===== src/rtl/pwm_dbc_pkg.sv =====
// Shared types and constants for the multi-channel debounced PWM controller.
// Auto-repeat constants are only consumed when PWM_AUTO_REPEAT_EN is defined.
package pwm_dbc_pkg;

    localparam int HOLD_TICKS   = 16;
    localparam int REPEAT_TICKS = 4;
    localparam int HOLD_W       = 5;
    localparam int DB_CNT_W     = 8;

    // Bits needed to hold 0..steps inclusive.
    function automatic int duty_width(input int steps);
        int w;
        w = 1;
        while ((1 << w) < (steps + 1)) w = w + 1;
        return w;
    endfunction

    typedef struct packed {
        logic [1:0]          sync;
        logic                stable;
        logic                armed;
        logic [DB_CNT_W-1:0] diff_cnt;
    } db_state_t;

endpackage


===== src/rtl/pwm_debounce_ctrl_btn_debounce.sv =====
// One button: 2-flop synchroniser, tick-sampled debounce and press pulse.
// PWM_AUTO_REPEAT_EN adds a hold counter that emits repeat presses.
module btn_debounce
    import pwm_dbc_pkg::*;
#(
    parameter int DB_SAMPLES = 3
) (
    input  logic i_clk,
    input  logic i_rst_n,
    input  logic i_tick,
    input  logic i_btn,
    output logic o_press
);

    db_state_t st_reg, st_next;
    logic      press_reg, press_next;
    logic      synced, rise, rep;

    assign synced = st_reg.sync[1];

    always_comb begin
        st_next      = st_reg;
        st_next.sync = {st_reg.sync[0], i_btn};
        rise         = 1'b0;
        if (i_tick) begin
            if (synced != st_reg.stable) begin
                if (st_reg.diff_cnt == DB_CNT_W'(DB_SAMPLES - 1)) begin
                    st_next.stable   = ~st_reg.stable;
                    st_next.diff_cnt = '0;
                    rise             = ~st_reg.stable;
                end else begin
                    st_next.diff_cnt = st_reg.diff_cnt + DB_CNT_W'(1);
                end
            end else begin
                st_next.diff_cnt = '0;
            end
            // A button held through reset must be seen released before it may press.
            if (!synced) st_next.armed = 1'b1;
        end
    end

`ifdef PWM_AUTO_REPEAT_EN
    logic [HOLD_W-1:0] hold_reg, hold_next;

    always_comb begin
        hold_next = hold_reg;
        rep       = 1'b0;
        if (i_tick) begin
            if (!st_next.stable || rise) begin
                hold_next = '0;
            end else if (hold_reg == HOLD_W'(HOLD_TICKS - 1)) begin
                hold_next = HOLD_W'(HOLD_TICKS - REPEAT_TICKS);
                rep       = 1'b1;
            end else begin
                hold_next = hold_reg + HOLD_W'(1);
            end
        end
    end

    always_ff @(posedge i_clk or negedge i_rst_n) begin
        if (!i_rst_n) hold_reg <= '0;
        else          hold_reg <= hold_next;
    end
`else
    assign rep = 1'b0;
`endif

    assign press_next = (rise | rep) & st_reg.armed;

    always_ff @(posedge i_clk or negedge i_rst_n) begin
        if (!i_rst_n) begin
            st_reg    <= '0;
            press_reg <= 1'b0;
        end else begin
            st_reg    <= st_next;
            press_reg <= press_next;
        end
    end

    assign o_press = press_reg;

endmodule


===== src/rtl/pwm_debounce_ctrl.sv =====
// Multi-channel button-adjusted PWM: debounced up/down steps a saturating duty,
// applied at period boundaries. Optional auto-repeat via PWM_AUTO_REPEAT_EN.
module pwm_debounce_ctrl
    import pwm_dbc_pkg::*;
#(
    parameter int NUM_CH     = 2,
    parameter int STEPS      = 10,
    parameter int DUTY_INIT  = 5,
    parameter int TICK_W     = 12,
    parameter int DB_SAMPLES = 3,
    localparam int DUTY_W    = duty_width(STEPS)
) (
    input  logic                     i_clk,
    input  logic                     i_rst_n,
    input  logic [NUM_CH-1:0]        i_btn_up,
    input  logic [NUM_CH-1:0]        i_btn_dn,
    output logic [NUM_CH-1:0]        o_pwm,
    output logic [NUM_CH*DUTY_W-1:0] o_duty,
    output logic [NUM_CH-1:0]        o_event
);

    logic [TICK_W-1:0] presc_reg;
    logic [DUTY_W-1:0] cnt_reg, cnt_next;
    logic              tick, period_end;

    assign tick       = &presc_reg;
    assign period_end = (cnt_reg == DUTY_W'(STEPS - 1));
    assign cnt_next   = period_end ? '0 : cnt_reg + DUTY_W'(1);

    always_ff @(posedge i_clk or negedge i_rst_n) begin
        if (!i_rst_n) begin
            presc_reg <= '0;
            cnt_reg   <= '0;
        end else begin
            presc_reg <= presc_reg + TICK_W'(1);
            cnt_reg   <= cnt_next;
        end
    end

    generate
        for (genvar gi = 0; gi < NUM_CH; gi++) begin : g_ch
            logic              press_up, press_dn;
            logic [DUTY_W-1:0] target_reg, target_next;
            logic [DUTY_W-1:0] applied_reg, applied_next;
            logic              event_reg, event_next;
            logic              pwm_reg, pwm_next;

            btn_debounce #(.DB_SAMPLES(DB_SAMPLES)) u_db_up (
                .i_clk   (i_clk),
                .i_rst_n (i_rst_n),
                .i_tick  (tick),
                .i_btn   (i_btn_up[gi]),
                .o_press (press_up)
            );

            btn_debounce #(.DB_SAMPLES(DB_SAMPLES)) u_db_dn (
                .i_clk   (i_clk),
                .i_rst_n (i_rst_n),
                .i_tick  (tick),
                .i_btn   (i_btn_dn[gi]),
                .o_press (press_dn)
            );

            // Simultaneous up+down cancels; saturated presses are silent no-ops.
            always_comb begin
                target_next = target_reg;
                event_next  = 1'b0;
                if (press_up && !press_dn && (target_reg != DUTY_W'(STEPS))) begin
                    target_next = target_reg + DUTY_W'(1);
                    event_next  = 1'b1;
                end else if (press_dn && !press_up && (target_reg != '0)) begin
                    target_next = target_reg - DUTY_W'(1);
                    event_next  = 1'b1;
                end
            end

            assign applied_next = period_end ? target_reg : applied_reg;
            assign pwm_next     = (cnt_next < applied_next);

            always_ff @(posedge i_clk or negedge i_rst_n) begin
                if (!i_rst_n) begin
                    target_reg  <= DUTY_W'(DUTY_INIT);
                    applied_reg <= DUTY_W'(DUTY_INIT);
                    event_reg   <= 1'b0;
                    pwm_reg     <= 1'b0;
                end else begin
                    target_reg  <= target_next;
                    applied_reg <= applied_next;
                    event_reg   <= event_next;
                    pwm_reg     <= pwm_next;
                end
            end

            assign o_duty[gi*DUTY_W +: DUTY_W] = target_reg;
            assign o_pwm[gi]                   = pwm_reg;
            assign o_event[gi]                 = event_reg;
        end
    endgenerate

endmodule


===== config.mk =====
export PLATFORM = sky130hd
export DESIGN_NAME = pwm_debounce_ctrl
export DESIGN_NICKNAME = d
export VERILOG_FILES = /design/src/rtl/pwm_dbc_pkg.sv /design/src/rtl/pwm_debounce_ctrl_btn_debounce.sv /design/src/rtl/pwm_debounce_ctrl.sv
export SDC_FILE = /design/constraint.sdc
export NUM_CORES = 1
export LEC_CHECK = 0
export CORE_UTILIZATION = 55
export CTS_BUF_LIST = sky130_fd_sc_hd__clkbuf_8
export CTS_CLUSTER_SIZE = 28
export DETAILED_ROUTE_END_ITERATION = 10
export GPL_TIMING_DRIVEN = 0
export PLACE_DENSITY = 0.76
export SETUP_SLACK_MARGIN = 0.5
export SYNTH_ARGS = -nofsm -noshare
export SYNTH_HDL_FRONTEND = slang
export SYNTH_SLANG_ARGS = --single-unit

===== constraint.sdc =====
create_clock -name i_clk -period 2 [get_ports i_clk]
set_clock_uncertainty 0.05 [all_clocks]
set_input_delay 0.4 -clock i_clk [delete_from_list [all_inputs] [get_ports i_clk]]
set_output_delay 0.4 -clock i_clk [all_outputs]
set_load 0.005 [all_outputs]

==> results by group, run 1 <==
Worst setup path
  – Req. time, crit path: 2.20 ns
  – Critical path's slowest cell: dfrtp_2
  – CP endpoint kind: flop
  – Crit path buffers/inverters: 1
  – R2R cell count: 7
  – RR Endpoint: g_ch[0].pwm_reg$_DFF_PN0_
  – CP startpoint kind: flop
  – R2R Setup Slk: -0.02 ns
  – Critical path's largest stage delay: 0.43 ns
  – Worst Path Arrival: 2.21 ns
  – Crit-path max FO: 8
  – CP Cell Sequence: nor4bb_4, buf_6, mux2i_2, ha_1, nor2_1, a311oi_1, a211oi_1
  – CP Class: reg -> reg
  – Crit-path leading delay family: flip-flops
  – FF-to-FF Start: cnt_reg[2]$_DFF_PN0_

Pwr
  – Sw Share: 0.223
  – Static Leak: 2.79 nW
  – VDD IR max: 385 uV
  – Reg power frac: 0.545
  – PwrDens: 534 mW/mm2
  – Internal power: 2.56 mW
  – Net Sw Power: 0.734 mW
  – Clock power frac: 0.431
  – Comb pwr share: 0.024

Yosys
  – Synth Area in Adders: 0.0635
  – Synth top area cells: dfrtp_1 (46%), ha_1 (5.4%), dfstp_2 (4.8%)
  – Post-Syn Area: 0.00438 mm2
  – Yosys cell types: 50
  – Mux contribution to synthesized area: 0.0443
  – Synth cell count leaders: dfrtp_1 (80), nand2_1 (38), o21ai_0 (31)
  – Syn avg cell area: 10.6 um2
  – Synth Net Count: 440
  – Main combinational cell family by area after synthesis: simple AND/OR/NAND/NOR gates
  – Post-synthesis sequential area ratio: 0.506
  – Most frequent cell after synthesis: dfrtp_1
  – XOR/XNOR Fraction of Synth Area: 0.0380
  – YS warnings: 0
  – Synth Area in Compound Gates: 0.148
  – Post-synthesis cell count: 413
  – EDFF count, synth: 0
  – FF+latch count, synth: 88
  – Simple-Gate Fraction of Synth Area: 0.164
  – Top_reg_cell synth: dfrtp_1
  – Yosys top cell area share: 0.458
  – Synth area leader: dfrtp_1
  – Asr flop ratio synth: 1.00

Layout
  – Post-route cell area: 0.00616 mm2
  – N_diodes: 0
  – Filler cells: 432
  – Syn-to-layout area delta: 40.9%
  – Post-layout util: 0.798
  – Fraction of final layout cells sized beyond drive strength 1: 0.413
  – Post-layout net count: 528

Route
  – WL/cell: 18.3 um
  – DRC viols: 0
  – Metal3 WL: 344 um
  – Vias post-DR: 3585
  – Routed met2 length: 5800 um
  – Routed WL: 11100 um
  – Final ANT Viol Nets: 0
  – Iteration-0 DRC Markers: 298
  – DRT Pass-1 Iters: 4
  – Top sig layer: met4
  – Metal-1 WL: 4620 um
  – Vias per cell: 5.90

Global route
  – Number of global-route vias before repair: 3580
  – Initial antenna violation count: 0
  – First-pass GRT wire length: 17300 um
  – Total track usage: 0.265
  – Grt total ovfl: 0
  – Largest net degree at the start of global routing: 60

Clock network
  – Clk sink count: 88
  – CTS tree: yes
  – # H-tree levels: 3
  – Clk slew on worst S/H paths: 0.09 ns
  – CTS Buffer Depth: 2
  – Root buf cell: clkbuf_8
  – Number of buffers created by CTS: 9
  – Clock latency on the worst-skew pair: 0.37 ns

Floorplanning
  – FP Rows: 32
  – Die area: 0.00832 mm2
  – Die height: 91.2 um
  – Die X: 91.2 um
  – Starting density of the core: 0.566
  – Core Box Area: 0.00773 mm2
  – IO Pins: 18

STA
  – Max frequency: 496 MHz
  – Unrepaired setup endpoints after global routing: true
  – Tightest Pin Transition: 0.514 ns
  – Max-slew violations: 0
  – Final WS setup: -0.0151 ns
  – TNS Setup: -0.0151 ns
  – Setup violators final: 1
  – Min cycle time layout: 2.02 ns
  – Period utilization: 1.01
  – Worst rel slew slack: 0.655
  – Fin. Hold Viols: 0
  – Hold_ws: 0.308 ns

Worst hold path
  – Hold Startpoint: g_ch[0].u_db_dn.st_next[11]$_DFF_PN0_
  – Hold Path Cell Cnt: 0
  – Path type of the worst min-delay path: reg -> reg
  – Worst-case hold path end point: g_ch[0].u_db_dn.st_reg[11]$_DFF_PN0_

Placed design
  – Dpl cell area: 0.00491 mm2
  – Dpl ws: -0.0582 ns
  – Detailed Place HPWL: 5580 um
  – Port buffer count: 17
  – GPL Wtd Cong: 0.826

Outcome
  – Status: complete, but fails checks
  – Failing checks: negative setup slack

Flow run
  – Max-cap violation count: 0
routing by layer:
metal  vias up  global-route usage
met4         0               0.111
met5         -                   0
met3        39              0.0369
met1      1794               0.325
met2        97               0.470
li1       1655                   -
placed cells by master, fill, tap and decap left out, types with 8 or more instances in the layout:
master | Yosys | final
mux2_4 | 0 | 8
inv_1 | 22 | 22
nand2_1 | 38 | 22
nor2_1 | 22 | 18
o21ai_2 | 0 | 12
o21ai_1 | 0 | 12
xor2_1 | 12 | 11
dfrtp_1 | 80 | 69
a22o_1 | 17 | 17
clkbuf_8 | 0 | 11
nor2b_1 | 8 | 8
ha_1 | 19 | 14
buf_4 | 6 | 42
nor3_1 | 12 | 10
dfrtp_2 | 0 | 11
dfstp_2 | 8 | 8
buf_6 | 1 | 23
nand2_2 | 0 | 11
nand3_1 | 18 | 16
power groups by stage:
stage / registers, mW / clock network [mW] / logic (mW)
6_report: 1.79 / 1.42 / 0.0788
3_5_place_dp: 1.83 / 0 / 0.0728
4_1_cts: 1.79 / 1.42 / 0.0765
5_1_grt: 1.79 / 1.51 / 0.0884
2_1_floorplan: 1.83 / 0 / 0.0177
3_3_place_gp: 1.83 / 0 / 0.0649
what timing repair did:
action | CTS | global route
endpoints found under the hold margin | 25 | 0
resized for setup | 89 | 73
buffers inserted | 40 | 14
setup endpoints to repair | 70 | 65
pin swaps | 29 | 19
hold buffers | 1 | 0
cloned | 4 | 0
worst max path at each step:
stage,slack (ns),cells past startpoint,to,start
2_1_floorplan,0.21,7,g_ch[0].pwm_reg$_DFF_PN0_,cnt_reg[2]$_DFF_PN0_
3_3_place_gp,-2.62,1,g_ch[0].u_db_up.st_reg[3]$_DFFE_PN0P_,i_rst_n
3_5_place_dp,-0.06,8,g_ch[1].pwm_reg$_DFF_PN0_,cnt_reg[0]$_DFF_PN0_
4_1_cts,0.08,7,g_ch[1].pwm_reg$_DFF_PN0_,cnt_reg[2]$_DFF_PN0_
5_1_grt,-0.16,8,g_ch[0].pwm_reg$_DFF_PN0_,cnt_reg[0]$_DFF_PN0_
6_report,-0.02,7,g_ch[0].pwm_reg$_DFF_PN0_,cnt_reg[2]$_DFF_PN0_
layout make-up:
class	count	area, um2	share of cell area
flip-flops and latches	88	2230	0.361
clock inverters	6	90.1	0.0146
clock buffers	10	138	0.0223
well taps	102	128	0.0207
inverters	22	82.6	0.0134
plain buffers	12	144	0.0233
multi-input cells	291	2590	0.420
repair buffers	77	768	0.125
metrics by stage:
step           total power [mW]  std cells
2_1_floorplan              1.84        413
3_3_place_gp               1.89        532
3_5_place_dp               1.90        533
4_1_cts                    3.29        594
5_1_grt                    3.40        608
6_report                   3.29        608
logic make-up (layout without fill, tap and decap cells):
group,count (synthesis),after routing
compound gates,94,94
flops,88,88
mux,18,18
buf+inv,34,127
xor+xnor,19,19
simple gates,139,139
fa+ha+maj,21,21
No activity file was read; power rests on OpenSTA's default activity.
==> run 2, diff against run 1 <==
- DONT_BUFFER_PORTS: not set -> 1
- PLACE_DENSITY: 0.76 -> 0.73
==> run 2 against run 1 <==
Against the previous run:
- the flow finishes with violations (negative hold slack)
- fmax increased by 3.9%
- die area unchanged
- clock-buffer cell count decreased by 1
- via count decreased by 7.2%
- flip-flop and latch count unchanged
- setup slack improved by 0.076 ns
- global-route usage decreased by 4.0 points
- combinational power decreased by 56%
- first-iteration DRC count decreased by 54%
- non-clock buffer count decreased by 33
- utilization decreased by 4.0 points
- design area decreased by 5.0%
- critical endpoint unchanged
- largest power group unchanged
==> results by group, run 2 (synthesized netlist as in run 1, its figures left out) <==
Outcome
  – Status: complete, but fails checks
  – Failing checks: negative hold slack

STA
  – Setup violators final: 0 (-1)
  – Fin. Hold Viols: 88 (+88)
  – Min cycle time layout: 1.94 ns (-0.0756 ns)
  – Max-slew violations: 0 (unchanged)
  – Max frequency: 516 MHz (+3.9%)
  – Period utilization: 0.970 (-0.0378)
  – Unrepaired setup endpoints after global routing: true
  – Worst rel slew slack: 0.699 (+0.0444)
  – Tightest Pin Transition: 0.448 ns (-0.0659 ns)
  – Hold_ws: -0.323 ns (-0.630 ns)
  – Final WS setup: 0.0605 ns (+0.0756 ns)

Clock network
  – # H-tree levels: 3 (unchanged)
  – Clock latency on the worst-skew pair: 0.35 ns (-0.02 ns)
  – CTS Buffer Depth: 2 (unchanged)
  – CTS tree: yes
  – Clk slew on worst S/H paths: 0.09 ns (about the same)
  – Clk sink count: 88 (unchanged)
  – Number of buffers created by CTS: 9 (unchanged)
  – Root buf cell: clkbuf_8

Floorplanning
  – IO Pins: 18 (unchanged)
  – FP Rows: 32 (unchanged)
  – Die height: 91.2 um (unchanged)
  – Core Box Area: 0.00773 mm2 (unchanged)
  – Starting density of the core: 0.566 (unchanged)
  – Die X: 91.2 um (unchanged)
  – Die area: 0.00832 mm2 (unchanged)

Worst hold path
  – Path type of the worst min-delay path: in -> async

Layout
  – Syn-to-layout area delta: 33.8%
  – Commonest cells after routing, fill and taps aside: dfrtp_1 (71), buf_4 (24), inv_1 (21), nand2_1 (19), o21ai_1 (19)
  – Filler cells: 475 (+10%)
  – Fraction of final layout cells sized beyond drive strength 1: 0.389 (-0.0240)
  – Post-layout net count: 495 (-6.3%)
  – Commonest non-fill, non-tap cell in the layout: dfrtp_1
  – N_diodes: 0 (unchanged)
  – Post-route insts no fill: 575 (-5.4%)
  – Post-layout util: 0.758 (-0.0400)

Pwr
  – Sw Share: 0.220 (-0.00298)
  – Static Leak: 2.61 nW (-6.5%)
  – Comb pwr share: 0.011 (-0.013)
  – PwrDens: 521 mW/mm2 (-2.4%)
  – VDD IR max: 432 uV (+12%)
  – Net Sw Power: 0.671 mW (-8.5%)
  – Internal power: 2.38 mW (-6.9%)
  – Reg power frac: 0.588 (+0.043)
  – Clock power frac: 0.401 (-0.030)
  – Design Power: 3.05 mW (-7.3%)

Placed design
  – Port buffer count: 0 (-17)
  – GPL Wtd Cong: 0.794 (-3.9%)
  – Inst Count DP: 515 (-3.4%)
  – Detailed Place HPWL: 5260 um (-5.6%)
  – Dpl ws: 0.0257 ns (+0.0838 ns)

Worst setup path
  – CP startpoint kind: flop
  – Req. time, crit path: 2.21 ns (about the same)
  – CP endpoint kind: flop
  – RR Endpoint: g_ch[0].pwm_reg$_DFF_PN0_
  – FF-to-FF Start: cnt_reg[1]$_DFF_PN0_
  – R2R cell count: 7 (unchanged)
  – R2R Setup Slk: 0.06 ns (+0.08 ns)
  – Worst Path Arrival: 2.15 ns (-0.06 ns)
  – Critical path's slowest cell: dfrtp_1
  – Crit-path max FO: 8 (unchanged)
  – CP Cell Sequence: nor4bb_4, buf_6, mux2i_4, ha_1, nor2_1, a311oi_1, a211oi_1
  – Crit-path leading delay family: flip-flops
  – Crit path buffers/inverters: 1 (unchanged)
  – CP Class: reg -> reg
  – Critical path's largest stage delay: 0.42 ns (about the same)

Global route
  – Grt met3 use: 0.0419 (+0.00503)
  – Largest net degree at the start of global routing: 89 (+48%)
  – Total track usage: 0.225 (-0.0402)
  – Number of global-route vias before repair: 3240 (-9.5%)
  – Grt total ovfl: 0 (unchanged)
  – First-pass GRT wire length: 14800 um (-14%)
  – GR Util met1: 0.297 (-0.0286)
  – Met2 Resource Use GR: 0.378 (-0.0915)
  – Gr busiest metal: met2
  – Initial antenna violation count: 0 (unchanged)

Route
  – Iteration-0 DRC Markers: 137 (-54%)
  – WL/cell: 16.4 um (-10%)
  – Final ANT Viol Nets: 0 (unchanged)
  – Vias per cell: 5.78 (-1.9%)
  – Vias post-DR: 3326 (-7.2%)
  – DRT Pass-1 Iters: 4 (unchanged)
  – DRC viols: 0 (unchanged)
  – Routed WL: 9430 um (-15%)

Flow run
  – Max-cap violation count: 0 (unchanged)
[run 2: cell types whose count changed in the layout (fill, tap and decap cells not counted), sizes merged]
cell	before	now
clkdlybuf4s50	4	0
inv	24	23
dlygate4sd2	1	0
bufinv	2	1
clkinv	1	4
dlygate4sd3	1	4
buf	76	47
clkdlybuf4s15	3	0
[run 2: final cells by class]
cell class	instances	area, um2	share of cell area
inverters	22	82.6	0.0141
flip-flops and latches	88	2220	0.380
repair buffers	44	478	0.0816
well taps	102	128	0.0218
clock inverters	7	70.1	0.0120
clock buffers	9	124	0.0212
plain buffers	12	145	0.0248
multi-input cells	291	2600	0.445
[run 2: power groups by stage]
stage          Combinational [mW]  Clock, mW  Sequential (mW)
6_report                   0.0346       1.22             1.79
5_1_grt                    0.0368       1.33             1.79
4_1_cts                    0.0237       1.25             1.79
3_5_place_dp               0.0213          0             1.83
3_3_place_gp               0.0211          0             1.83
2_1_floorplan              0.0177          0             1.83
[run 2: what timing repair did]
action,CTS,global route
endpoints found under the hold margin,88,92
setup endpoints to repair,52,58
pin swaps,26,36
buffers inserted,24,12
gates cloned,3,1
resized for setup,54,73
[run 2: how the worst max path moves through the flow]
stage	startpoint	end	slack, ns	cells past startpoint
final	cnt_reg[1]$_DFF_PN0_	g_ch[0].pwm_reg$_DFF_PN0_	0.06	7
after global routing	cnt_reg[1]$_DFF_PN0_	g_ch[1].pwm_reg$_DFF_PN0_	-0.06	7
after CTS	cnt_reg[0]$_DFF_PN0_	g_ch[0].pwm_reg$_DFF_PN0_	0.04	8
after detailed placement	cnt_reg[0]$_DFF_PN0_	g_ch[0].pwm_reg$_DFF_PN0_	0.03	8
after global placement	cnt_reg[0]$_DFF_PN0_	g_ch[1].pwm_reg$_DFF_PN0_	0.07	8
after floorplan	cnt_reg[2]$_DFF_PN0_	g_ch[0].pwm_reg$_DFF_PN0_	0.21	7
[run 2: layer usage]
layer / share of wire / up-vias
li1: - / 1600
met1: 0.45 / 1676
met2: 0.51 / 39
met3: 0.023 / 11
met4: 0.013 / 0
met5: 0 / -
[run 2: per-stage QoR]
step	setup TNS (ns)	area [um2]
CTS	0	5380
floorplan	0	4590
finish	0	5850
global route	-0.0956	5850
global placement	0	4720
detailed placement	0	4720
==> run 3, diff against run 2 <==
==> constraint.sdc (replaced) <==
create_clock -name i_clk -period 2 [get_ports i_clk]
set_clock_uncertainty 0.05 [all_clocks]
set_input_delay 0.5 -clock i_clk [delete_from_list [all_inputs] [get_ports i_clk]]
set_output_delay 0.5 -clock i_clk [all_outputs]
set_load 0.005 [all_outputs]
==> run 3 against run 2 <==
Against the previous run:
- the run still ends with negative hold slack left
- cell count fell by 0.70%
- flip-flop and latch count is the same
- die area unchanged
- global-route usage unchanged
- sequential share of layout area rose by 0.26 points
- critical path type unchanged
- largest power group unchanged
==> results by group, run 3 (synthesized netlist as in run 1, its figures left out) <==
Flow run
  – Max-cap violation count: 0 (unchanged)

Global route
  – Initial antenna violation count: 0 (unchanged)
  – Grt total ovfl: 0 (unchanged)
  – Largest net degree at the start of global routing: 89 (unchanged)
  – Number of global-route vias before repair: 3240 (unchanged)
  – Total track usage: 0.225 (unchanged)
  – First-pass GRT wire length: 14800 um (unchanged)

STA
  – Max-slew violations: 0 (unchanged)
  – Setup violators final: 0 (unchanged)
  – Fin. Hold Viols: 88 (unchanged)
  – Hold_ws: -0.227 ns (+0.0961 ns)
  – Min cycle time layout: 1.94 ns (-0.000256 ns)
  – Period utilization: 0.970 (about the same)
  – Unrepaired setup endpoints after global routing: true
  – TNS Setup: 0 ns (unchanged)
  – Max frequency: 516 MHz (about the same)
  – Tightest Pin Transition: 0.448 ns (-0.000000596 ns)
  – Worst rel slew slack: 0.699 (unchanged)

Pwr
  – Clock power frac: 0.402 (about the same)
  – Comb pwr share: 0.009 (-0.002)
  – Sw Share: 0.221 (+0.000948)
  – Static Leak: 2.59 nW (-0.64%)
  – VDD IR max: 432 uV (about the same)
  – Reg power frac: 0.588 (about the same)
  – Net Sw Power: 0.673 mW (+0.33%)
  – Internal power: 2.38 mW (-0.22%)
  – PwrDens: 524 mW/mm2 (+0.59%)

Clock network
  – # H-tree levels: 3 (unchanged)
  – Clk sink count: 88 (unchanged)
  – Root buf cell: clkbuf_8
  – Clk slew on worst S/H paths: 0.09 ns (about the same)
  – Number of buffers created by CTS: 9 (unchanged)
  – Clock latency on the worst-skew pair: 0.36 ns (about the same)
  – CTS Buffer Depth: 2 (unchanged)
  – CTS tree: yes

Route
  – Iteration-0 DRC Markers: 130 (-5.1%)
  – Vias per cell: 5.81 (+0.52%)
  – Final ANT Viol Nets: 0 (unchanged)
  – WL/cell: 16.5 um (+0.51%)
  – Vias post-DR: 3320 (-0.18%)
  – DRC viols: 0 (unchanged)
  – Routed WL: 9410 um (-0.19%)
  – DRT Pass-1 Iters: 4 (unchanged)

Layout
  – Commonest non-fill, non-tap cell in the layout: dfrtp_1
  – Post-layout util: 0.752 (-0.00518)
  – Seq. cell area: 0.00222 mm2 (unchanged)
  – Syn-to-layout area delta: 32.9%
  – N_diodes: 0 (unchanged)
  – Post-route insts no fill: 571 (-0.70%)
  – Multi-input gate area: 0.00260 mm2 (unchanged)
  – Filler cells: 477 (+0.42%)
  – Commonest cells after routing, fill and taps aside: dfrtp_1 (71), buf_4 (24), inv_1 (21), nand2_1 (19), o21ai_1 (19)
  – Fraction of final layout cells sized beyond drive strength 1: 0.392 (+0.00332)
  – Post-layout net count: 491 (-0.81%)
  – Post-route cell area: 0.00581 mm2 (-0.68%)

Worst hold path
  – Path type of the worst min-delay path: in -> async

Placed design
  – GPL Wtd Cong: 0.794 (unchanged)
  – Detailed Place HPWL: 5260 um (unchanged)
  – Inst Count DP: 515 (unchanged)
  – Dpl cell area: 0.00472 mm2 (unchanged)
  – Port buffer count: 0 (unchanged)

Floorplanning
  – Die height: 91.2 um (unchanged)
  – FP Rows: 32 (unchanged)
  – Starting density of the core: 0.566 (unchanged)
  – Die X: 91.2 um (unchanged)
  – Core Box Area: 0.00773 mm2 (unchanged)
  – Die area: 0.00832 mm2 (unchanged)
  – IO Pins: 18 (unchanged)

Worst setup path
  – CP Class: reg -> reg
  – CP startpoint kind: flop
  – CP Cell Sequence: nor4bb_4, buf_6, mux2i_4, ha_1, nor2_1, a311oi_1, a211oi_1
  – Worst Path Arrival: 2.16 ns (about the same)
  – Crit-path max FO: 8 (unchanged)
  – CP endpoint kind: flop
  – Critical path's slowest cell: dfrtp_1
  – Req. time, crit path: 2.22 ns (about the same)
  – Critical path's largest stage delay: 0.42 ns (about the same)

Outcome
  – Status: complete, but fails checks
  – Failing checks: negative hold slack
run 3: cell types whose count changed in the layout (fill, tap and decap cells not counted):
cell | before | now
dlygate4sd3_1 | 4 | 0
run 3: timing repair:
item	4_1_cts	5_1_grt
resized for setup	54	73
endpoints found under the setup margin	56	62
pin swaps	26	36
endpoints found under the hold margin	88	88
gates cloned	3	1
buffers inserted	24	12
run 3: stage by stage:
stage          setup slack (ns)  total power, mW  hold slack (ns)
3_3_place_gp             0.0717             1.85            0.156
6_report                 0.0608             3.05           -0.227
4_1_cts                  0.0413             3.07           -0.234
3_5_place_dp             0.0257             1.85            0.157
2_1_floorplan             0.215             1.84            0.154
5_1_grt                 -0.0580             3.15           -0.248
run 3: power groups by stage:
stage / clock [mW] / sequential (mW) / combinational [mW]
2_1_floorplan: 0 / 1.83 / 0.0177
5_1_grt: 1.33 / 1.80 / 0.0306
6_report: 1.23 / 1.79 / 0.0284
3_3_place_gp: 0 / 1.83 / 0.0211
4_1_cts: 1.25 / 1.79 / 0.0237
3_5_place_dp: 0 / 1.83 / 0.0213
run 3: critical path, delay by kind of cell, from the launching register on:
kind	cells	cell delay [ns]
simple gates	2	0.42
flops	1	0.42
fa+ha+maj	1	0.25
buf+inv	1	0.22
compound gates	2	0.24
mux	1	0.26
run 3: per-layer routing:
metal / GRT usage / vias up / share of wire / routed length [um]
met4: 0.0701 / 0 / 0.017 / 156
li1: - / 1592 / - / -
met5: 0 / - / 0 / 0
met1: 0.297 / 1665 / 0.45 / 4220
met2: 0.378 / 49 / 0.51 / 4780
met3: 0.0419 / 14 / 0.027 / 250
run 3: final cells by class:
cell class,instances,area share
multi-input cells,291,0.448
flip-flops and latches,88,0.382
repair buffers,40,0.0753
plain buffers,12,0.0250
well taps,102,0.0219
clock buffers,9,0.0213
inverters,22,0.0142
clock inverters,7,0.0121
run 3: final timing paths:
check	slack (ns)	from	depth (start not counted)	to
worst max-delay path	0.06	cnt_reg[1]$_DFF_PN0_	7	g_ch[0].pwm_reg$_DFF_PN0_
worst min-delay path	-0.23	i_rst_n	0	g_ch[1].target_reg[1]$_DFFE_PN0P_
worst max register to register	0.06	cnt_reg[1]$_DFF_PN0_	7	g_ch[0].pwm_reg$_DFF_PN0_
worst min register to register	0.30	g_ch[0].u_db_dn.st_next[11]$_DFF_PN0_	0	g_ch[0].u_db_dn.st_reg[11]$_DFF_PN0_
max in group asynchronous	1.94	i_rst_n	0	g_ch[1].applied_reg[2]$_DFF_PN1_
min in group i_clk	0.11	i_btn_dn[0]	0	g_ch[0].u_db_dn.st_next[11]$_DFF_PN0_
